--- src/rtl/led_driver_shift_reg_mc_if.sv ---
// Parallel-word load and per-bit strobe bundle shared by the LED serialiser and
// the fetch/waveform logic around it.
interface led_driver_shift_reg_mc_if #(
  parameter int CHANNELS   = 4,
  parameter int DATA_WIDTH = 24,
  parameter int LEN_W      = $clog2(DATA_WIDTH) + 1
);
  logic [CHANNELS*DATA_WIDTH-1:0] s_data;
  logic [LEN_W-1:0]               s_len;
  logic                           s_valid;
  logic                           s_ready;
  logic                           next_bit;
  logic [CHANNELS-1:0]            bit_val;
  logic                           bit_valid;
  logic                           last_bit;
  logic                           word_done;
  logic                           underrun;

  modport master (
    output s_data, s_len, s_valid, next_bit,
    input  s_ready, bit_val, bit_valid, last_bit, word_done, underrun
  );

  modport slave (
    input  s_data, s_len, s_valid, next_bit,
    output s_ready, bit_val, bit_valid, last_bit, word_done, underrun
  );
endinterface

--- src/rtl/led_driver_shift_reg_mc.sv ---
// Double-buffered multi-channel LED bit serialiser: a holding word waits while the
// active word is presented one bit per channel per next_bit strobe.
module led_driver_shift_reg_mc #(
  parameter int CHANNELS   = 4,
  parameter int DATA_WIDTH = 24,
  parameter int MSB_FIRST  = 1,
  parameter int LEN_W      = $clog2(DATA_WIDTH) + 1
) (
  input logic                     clk,
  input logic                     reset,
  led_driver_shift_reg_mc_if.slave bus
);

  typedef enum logic [0:0] {IDLE = 1'b0, SHIFT = 1'b1} state_e;

  state_e                         state_q, state_d;
  logic [CHANNELS*DATA_WIDTH-1:0] hold_data_q, hold_data_d;
  logic [LEN_W-1:0]               hold_len_q, hold_len_d;
  logic                           hold_full_q, hold_full_d;
  logic [CHANNELS*DATA_WIDTH-1:0] act_data_q, act_data_d;
  logic [LEN_W-1:0]               act_len_q, act_len_d;
  logic [LEN_W-1:0]               pos_q, pos_d;
  logic                           word_done_q, word_done_d;
  logic                           underrun_q, underrun_d;

  logic                           active_s;
  logic                           last_s;
  logic                           accept_s;
  logic                           promote_s;
  logic [LEN_W-1:0]               len_clamp_s;
  logic [LEN_W-1:0]               idx_s;
  logic [CHANNELS-1:0]            bit_val_s;

  function automatic logic pick_bit(input logic [DATA_WIDTH-1:0] word,
                                    input logic [LEN_W-1:0] idx);
    logic [DATA_WIDTH-1:0] shifted;
    shifted = word >> idx;
    return shifted[0];
  endfunction

  assign active_s  = (state_q == SHIFT);
  assign last_s    = active_s && (pos_q == (act_len_q - LEN_W'(1)));
  assign accept_s  = bus.s_valid && !hold_full_q;
  // Promotion is gap-free: the held word takes over on the same edge the last bit is consumed.
  assign promote_s = hold_full_q && (!active_s || (bus.next_bit && last_s));

  // Zero or oversize lengths fall back to a full-width word.
  always_comb begin
    if ((bus.s_len == {LEN_W{1'b0}}) || (bus.s_len > LEN_W'(DATA_WIDTH))) begin
      len_clamp_s = LEN_W'(DATA_WIDTH);
    end else begin
      len_clamp_s = bus.s_len;
    end
  end

  // Next-state logic for both buffer stages, bit position and event pulses.
  always_comb begin
    state_d     = state_q;
    hold_data_d = hold_data_q;
    hold_len_d  = hold_len_q;
    hold_full_d = hold_full_q;
    act_data_d  = act_data_q;
    act_len_d   = act_len_q;
    pos_d       = pos_q;
    word_done_d = bus.next_bit && last_s;
    underrun_d  = bus.next_bit && !active_s;

    if (accept_s) begin
      hold_data_d = bus.s_data;
      hold_len_d  = len_clamp_s;
      hold_full_d = 1'b1;
    end else if (promote_s) begin
      hold_full_d = 1'b0;
    end else begin
      hold_full_d = hold_full_q;
    end

    case (state_q)
      IDLE: begin
        if (promote_s) begin
          act_data_d = hold_data_q;
          act_len_d  = hold_len_q;
          pos_d      = {LEN_W{1'b0}};
          state_d    = SHIFT;
        end else begin
          state_d = IDLE;
        end
      end
      SHIFT: begin
        if (promote_s) begin
          act_data_d = hold_data_q;
          act_len_d  = hold_len_q;
          pos_d      = {LEN_W{1'b0}};
          state_d    = SHIFT;
        end else if (bus.next_bit && last_s) begin
          state_d = IDLE;
        end else if (bus.next_bit) begin
          pos_d = pos_q + LEN_W'(1);
        end else begin
          state_d = SHIFT;
        end
      end
      default: begin
        state_d = IDLE;
      end
    endcase
  end

  // State registers; reset discards both stages at once.
  always_ff @(posedge clk or posedge reset) begin
    if (reset) begin
      state_q     <= IDLE;
      hold_data_q <= {(CHANNELS*DATA_WIDTH){1'b0}};
      hold_len_q  <= {LEN_W{1'b0}};
      hold_full_q <= 1'b0;
      act_data_q  <= {(CHANNELS*DATA_WIDTH){1'b0}};
      act_len_q   <= {LEN_W{1'b0}};
      pos_q       <= {LEN_W{1'b0}};
      word_done_q <= 1'b0;
      underrun_q  <= 1'b0;
    end else begin
      state_q     <= state_d;
      hold_data_q <= hold_data_d;
      hold_len_q  <= hold_len_d;
      hold_full_q <= hold_full_d;
      act_data_q  <= act_data_d;
      act_len_q   <= act_len_d;
      pos_q       <= pos_d;
      word_done_q <= word_done_d;
      underrun_q  <= underrun_d;
    end
  end

  // Current bit of every channel, decoded from the active word and position.
  always_comb begin
    bit_val_s = {CHANNELS{1'b0}};
    if (MSB_FIRST != 0) begin
      idx_s = act_len_q - LEN_W'(1) - pos_q;
    end else begin
      idx_s = pos_q;
    end
    for (int c = 0; c < CHANNELS; c++) begin
      bit_val_s[c] = active_s ? pick_bit(act_data_q[c*DATA_WIDTH +: DATA_WIDTH], idx_s) : 1'b0;
    end
  end

  assign bus.s_ready   = !hold_full_q;
  assign bus.bit_val   = bit_val_s;
  assign bus.bit_valid = active_s;
  assign bus.last_bit  = last_s;
  assign bus.word_done = word_done_q;
  assign bus.underrun  = underrun_q;

endmodule

--- src/flat_wrapper.sv ---
// flat-port wrapper written by rule: the top's interface ports become plain ports
module led_driver_shift_reg_mc_flat 
#(
  parameter int CHANNELS   = 4,
  parameter int DATA_WIDTH = 24,
  parameter int MSB_FIRST  = 1,
  parameter int LEN_W      = $clog2(DATA_WIDTH) + 1
)
  (clk, reset, bus_s_data, bus_s_len, bus_s_valid, bus_next_bit, bus_s_ready, bus_bit_val, bus_bit_valid, bus_last_bit, bus_word_done, bus_underrun);
  led_driver_shift_reg_mc_if #(.CHANNELS(CHANNELS), .DATA_WIDTH(DATA_WIDTH), .LEN_W(LEN_W)) bus_i ();
  input logic clk;
  input logic reset;
  input wire logic [$bits(bus_i.s_data)-1:0] bus_s_data;
  input wire logic [$bits(bus_i.s_len)-1:0] bus_s_len;
  input wire logic [$bits(bus_i.s_valid)-1:0] bus_s_valid;
  input wire logic [$bits(bus_i.next_bit)-1:0] bus_next_bit;
  output wire logic [$bits(bus_i.s_ready)-1:0] bus_s_ready;
  output wire logic [$bits(bus_i.bit_val)-1:0] bus_bit_val;
  output wire logic [$bits(bus_i.bit_valid)-1:0] bus_bit_valid;
  output wire logic [$bits(bus_i.last_bit)-1:0] bus_last_bit;
  output wire logic [$bits(bus_i.word_done)-1:0] bus_word_done;
  output wire logic [$bits(bus_i.underrun)-1:0] bus_underrun;
  assign bus_i.s_data = bus_s_data;
  assign bus_i.s_len = bus_s_len;
  assign bus_i.s_valid = bus_s_valid;
  assign bus_i.next_bit = bus_next_bit;
  assign bus_s_ready = bus_i.s_ready;
  assign bus_bit_val = bus_i.bit_val;
  assign bus_bit_valid = bus_i.bit_valid;
  assign bus_last_bit = bus_i.last_bit;
  assign bus_word_done = bus_i.word_done;
  assign bus_underrun = bus_i.underrun;
  led_driver_shift_reg_mc #(.CHANNELS(CHANNELS), .DATA_WIDTH(DATA_WIDTH), .MSB_FIRST(MSB_FIRST), .LEN_W(LEN_W)) u_core (.clk(clk), .reset(reset), .bus(bus_i));
endmodule
--- config.mk ---
export PLATFORM = sky130hd
export DESIGN_NAME = led_driver_shift_reg_mc_flat
export DESIGN_NICKNAME = d
export VERILOG_FILES = /design/src/rtl/led_driver_shift_reg_mc_if.sv /design/src/rtl/led_driver_shift_reg_mc.sv /design/src/flat_wrapper.sv
export SDC_FILE = /design/constraint.sdc
export NUM_CORES = 1
export LEC_CHECK = 0
export ABC_CLOCK_PERIOD_IN_PS = 9400
export BUFFER_PORTS_ARGS = -buffer_cell sky130_fd_sc_hd__buf_2
export CORE_ASPECT_RATIO = 2
export CORE_MARGIN = 10
export CORE_UTILIZATION = 45
export DETAILED_ROUTE_END_ITERATION = 10
export PLACE_DENSITY = 0.75
export SLEW_MARGIN = 25
export SYNTH_ARGS = -nofsm -noshare
export SYNTH_HDL_FRONTEND = slang
export SYNTH_SLANG_ARGS = --single-unit
--- constraint.sdc ---
create_clock -name clk -period 9.4 [get_ports clk]
set_input_delay 0.94 -clock clk [delete_from_list [all_inputs] [get_ports clk]]
set_output_delay 0.94 -clock clk [all_outputs]
set_load 0.02 [all_outputs]
==> out/summary.log <==
INFO  status         run_status=finished clean
INFO  floorplan      initial_core_util=45.4%
INFO  synth          yosys-top-cells-area=sky130_fd_sc_hd__dfrtp_1, sky130_fd_sc_hd__mux2_4, sky130_fd_sc_hd__nand2_1
INFO  clocking       clkLatencyLatePin=490ps
INFO  hold_path      worst_hold_path.endpoint=u_core.hold_data_q[55]$_DFFE_PP0P_
INFO  timing         f_max=223MHz
INFO  clocking       clk_root_buffer_cell=sky130_fd_sc_hd__clkbuf_16
INFO  clocking       cts_resized=0
INFO  place          port_buffers=114
INFO  drt            antenna_violating_nets_post_route=0
INFO  drt            dr.pass1.iters=4
INFO  drt            via_per_inst=5.06
INFO  hold_path      holdPathStages=2
INFO  floorplan      fp.dieW=123µm
INFO  final_layout   antennaDiodeCount=0
INFO  floorplan      io_pins=115
INFO  synth          synthesis.instances=793
INFO  synth          yosysWarnings=0
INFO  floorplan      row_count=75
INFO  floorplan      dieArea=27700µm²
INFO  hold_path      hold_start=u_core.hold_data_q[55]$_DFFE_PP0P_
INFO  final_layout   fin_cells=1172
INFO  critical_path  worst_path_most_repeated_cell=sky130_fd_sc_hd__ha_1
INFO  clocking       clk_pin_slew_worst_paths=60ps
INFO  synth          synth.yosys.seq_area_share=56.3%
INFO  critical_path  timing.critical_path.slowest_cell_delay=570ps
INFO  critical_path  worstPathCellList=inv_1, ha_1, xor2_1, ha_1, xnor2_2, buf_4, mux4_2, mux2i_1, o22ai_1, o21a_1, buf_2
INFO  grt            groute.usage.overall=15.2%
INFO  synth          syn_area_per_cell=12.0µm²
INFO  synth          synth_async_sr_flop_share=100%
INFO  timing         worst_slew_pin_slew=1000ps
INFO  timing         finalHoldViolCount=0
INFO  final_layout   num-fill-cells=1799
INFO  final_layout   layout_common_cells=sky130_fd_sc_hd__nand2_1, sky130_fd_sc_hd__dfrtp_1, sky130_fd_sc_hd__buf_2
INFO  place          routabilityCongestion=0.806
INFO  critical_path  critPathCaptureType=output port
INFO  clocking       tritoncts=built
INFO  clocking       cts_buffer_depth=3
INFO  power          share_seq_of_total_power=46.7%
INFO  hold_path      worst_hold_path_type=flop to flop
INFO  power          combinationalPowerShare=16.3%
INFO  power          p_int=1.55mW
INFO  power          power-per-cell-area=195nW/µm²
INFO  critical_path  number_of_cells_on_the_worst_reg_to_reg_path=10
INFO  timing         hold_slack=472ps
INFO  synth          netlist.area_leader.share=56.3%
INFO  final_layout   num-nets-final=1004
INFO  drt            wl_per_cell=17.7µm
INFO  power          clock_power_share=37.0%
INFO  grt            vias_in_the_first_global_route=6552
INFO  timing         slew_headroom=33.4%
INFO  synth          synth-main-ff-cell=sky130_fd_sc_hd__dfrtp_1
INFO  timing         timing.clock.skew=10.5ps
INFO  grt            globalRouteOverflowTotal=0
INFO  final_layout   finish.utilization=52.1%
INFO  final_layout   final_layout_size_suffix_gt1_share=31.7%
INFO  final_layout   final_common_cell=sky130_fd_sc_hd__nand2_1
INFO  critical_path  reg2reg_to=u_core.act_data_q[92]$_DFFE_PP0P_
INFO  critical_path  cp.arrival=3540ps
INFO  critical_path  critical_path.startpoint_type=flop
INFO  clocking       numClockSinks=214
INFO  critical_path  timing.critical_path.required=8460ps
INFO  grt            grt_start_max_net_pins=148
INFO  floorplan      placeableCoreArea=20900µm²
INFO  final_layout   flow.area_growth_from_synthesis=14.7%
INFO  clocking       cts.repair_timing.setup_buffer_count=0
INFO  timing         totalNegativeSetupSlack=0ps
INFO  place          preCtsSetupSlack=5190ps
INFO  clocking       hold_fix_buffers_cts=0
INFO  timing         final.period_utilization=47.6%
INFO  synth          synth-seq-cells=214
INFO  synth          ys_types=41
INFO  synth          synth-edff-count=0
INFO  drt            vias=5928
INFO  grt            grt_pass1_wl=33700µm
INFO  timing         timing_max_transition_violations_final=0
INFO  clocking       htree_levels=1
INFO  timing         period_needed=4480ps
INFO  power          swShare=27.0%
INFO  synth          synth_nets=907
INFO  synth          synth_area_leader_cell=sky130_fd_sc_hd__dfrtp_1
INFO  job            max_cap_violations=0
INFO  power          vdd.ir_drop.worst=0.105mV
INFO  power          p_switching=575µW
INFO  drt            drt_iter0_drc=281
INFO  critical_path  criticalPathCategory=flop to output port
INFO  drt            route.detailed.drc=0
INFO  place          post-dp-hpwl=14200µm
INFO  floorplan      die_h=226µm
INFO  critical_path  worst-r2r-setup-slack=5410ps
INFO  timing         minimum_setup_slack_in_the_final_design=4920ps
INFO  place          placed_cells_incl_taps=1137
INFO  critical_path  critical_path_peak_fanout=20
INFO  timing         timing.final.setup_violations=0
INFO  grt            antenna_violations_before_repair=0
INFO  critical_path  rr_startpoint=u_core.act_len_q[0]$_DFFE_PP0P_
INFO  power          cellLeakagePower=5.89nW
INFO  timing         rsz_0062_raised_after_global_routing=no
INFO  drt            drt_wl_total=20700µm
INFO  clocking       cts-buffers-inserted=20
INFO  critical_path  slowest_stage=sky130_fd_sc_hd__mux4_2
INFO  synth          syn_area=9510µm²
[cell families after synthesis]
| logic type | share of synthesized area [%] |
|---|---|
| flip-flops | 56.3 |
| XOR/XNOR | 0.645 |
| multiplexers | 22.3 |
| AO/OA/AOI/OAI | 2.69 |
| AND/OR/NAND/NOR | 14.0 |
| adder cells (fa/ha/maj) | 1.13 |
| buffers and inverters | 2.88 |
[metal layers]
metal | GRT usage [%] | up-vias | part of all wire (%)
li1 | - | 2826 | -
met1 | 17.1 | 2947 | 39
met2 | 27.9 | 124 | 54
met3 | 2.23 | 31 | 3.8
met4 | 5.27 | 0 | 2.8
met5 | 0 | - | 0
[how the worst max path moves through the flow]
stage / from / to
2_1_floorplan: reset / u_core.act_data_q[0]$_DFFE_PP0P_
3_3_place_gp: u_core.pos_q[0]$_DFFE_PP0P_ / u_core.act_data_q[26]$_DFFE_PP0P_
3_5_place_dp: u_core.pos_q[0]$_DFFE_PP0P_ / u_core.act_data_q[30]$_DFFE_PP0P_
4_1_cts: u_core.act_len_q[0]$_DFFE_PP0P_ / bus_bit_val[1]
5_1_grt: u_core.act_len_q[0]$_DFFE_PP0P_ / bus_bit_val[3]
6_report: u_core.act_len_q[0]$_DFFE_PP0P_ / bus_bit_val[1]
[power by group through the flow]
stage / Sequential (mW) / Clock, mW / Combinational, mW
after floorplan: 0.997 / 0 / 0.248
after global placement: 1.01 / 0 / 0.346
after detailed placement: 1.01 / 0 / 0.352
after CTS: 0.994 / 0.808 / 0.353
after global routing: 0.999 / 0.846 / 0.379
final: 0.995 / 0.787 / 0.347
[synthesized netlist by cell type, drive strengths merged (2+ instances only)]
| library cell | n |
|---|---|
| nor2 | 8 |
| a21o | 3 |
| o22a | 2 |
| mux4 | 24 |
| ha | 7 |
| or3 | 2 |
| nor2b | 3 |
| xnor2 | 6 |
| or4 | 2 |
| buf | 17 |
| o22ai | 5 |
| a21oi | 7 |
| and2 | 3 |
| o21a | 5 |
| mux2i | 13 |
| nor4b | 2 |
| or4b | 2 |
| clkbuf | 26 |
| dfrtp | 214 |
| nand2 | 299 |
| and3 | 4 |
| nand2b | 3 |
| a22o | 4 |
| inv | 10 |
| mux2 | 102 |
| o21ai | 10 |
[metrics by stage]
| step | total power [mW] | area, µm² |
|---|---|---|
| after floorplan | 1.25 | 9510 |
| after global placement | 1.36 | 10200 |
| after detailed placement | 1.36 | 10200 |
| after CTS | 2.16 | 10900 |
| after global routing | 2.22 | 10900 |
| final | 2.13 | 10900 |
[registers in the layout, indices dropped and copies added (netlist names)]
signal	cells
u_core.act_data_q	96
u_core.hold_data_q	96
u_core.act_len_q	6
u_core.hold_len_q	6
u_core.pos_q	6
u_core.bus.bit_valid	1
u_core.bus.underrun	1
u_core.bus.word_done	1
u_core.hold_full_q	1
[critical path: cells and delay by family (launching register included)]
family,cells,cell delay (ps)
xor gates and xnor gates,2,340
muxes,2,730
AOI/OAI and AO/OA,2,330
adders and majority gates,2,590
DFF,1,400
buffers and inverters,3,630
[layout make-up]
type / instances / area, µm² / share of cell area (%)
inverters: 10 / 50.0 / 0.459
multi-input cells: 526 / 3920 / 36.0
well taps: 269 / 337 / 3.09
clock buffers: 31 / 613 / 5.62
repair buffers: 118 / 601 / 5.51
clock inverters: 4 / 26.3 / 0.241
flip-flops and latches: 214 / 5360 / 49.1
(Power assumes the default switching activity.)
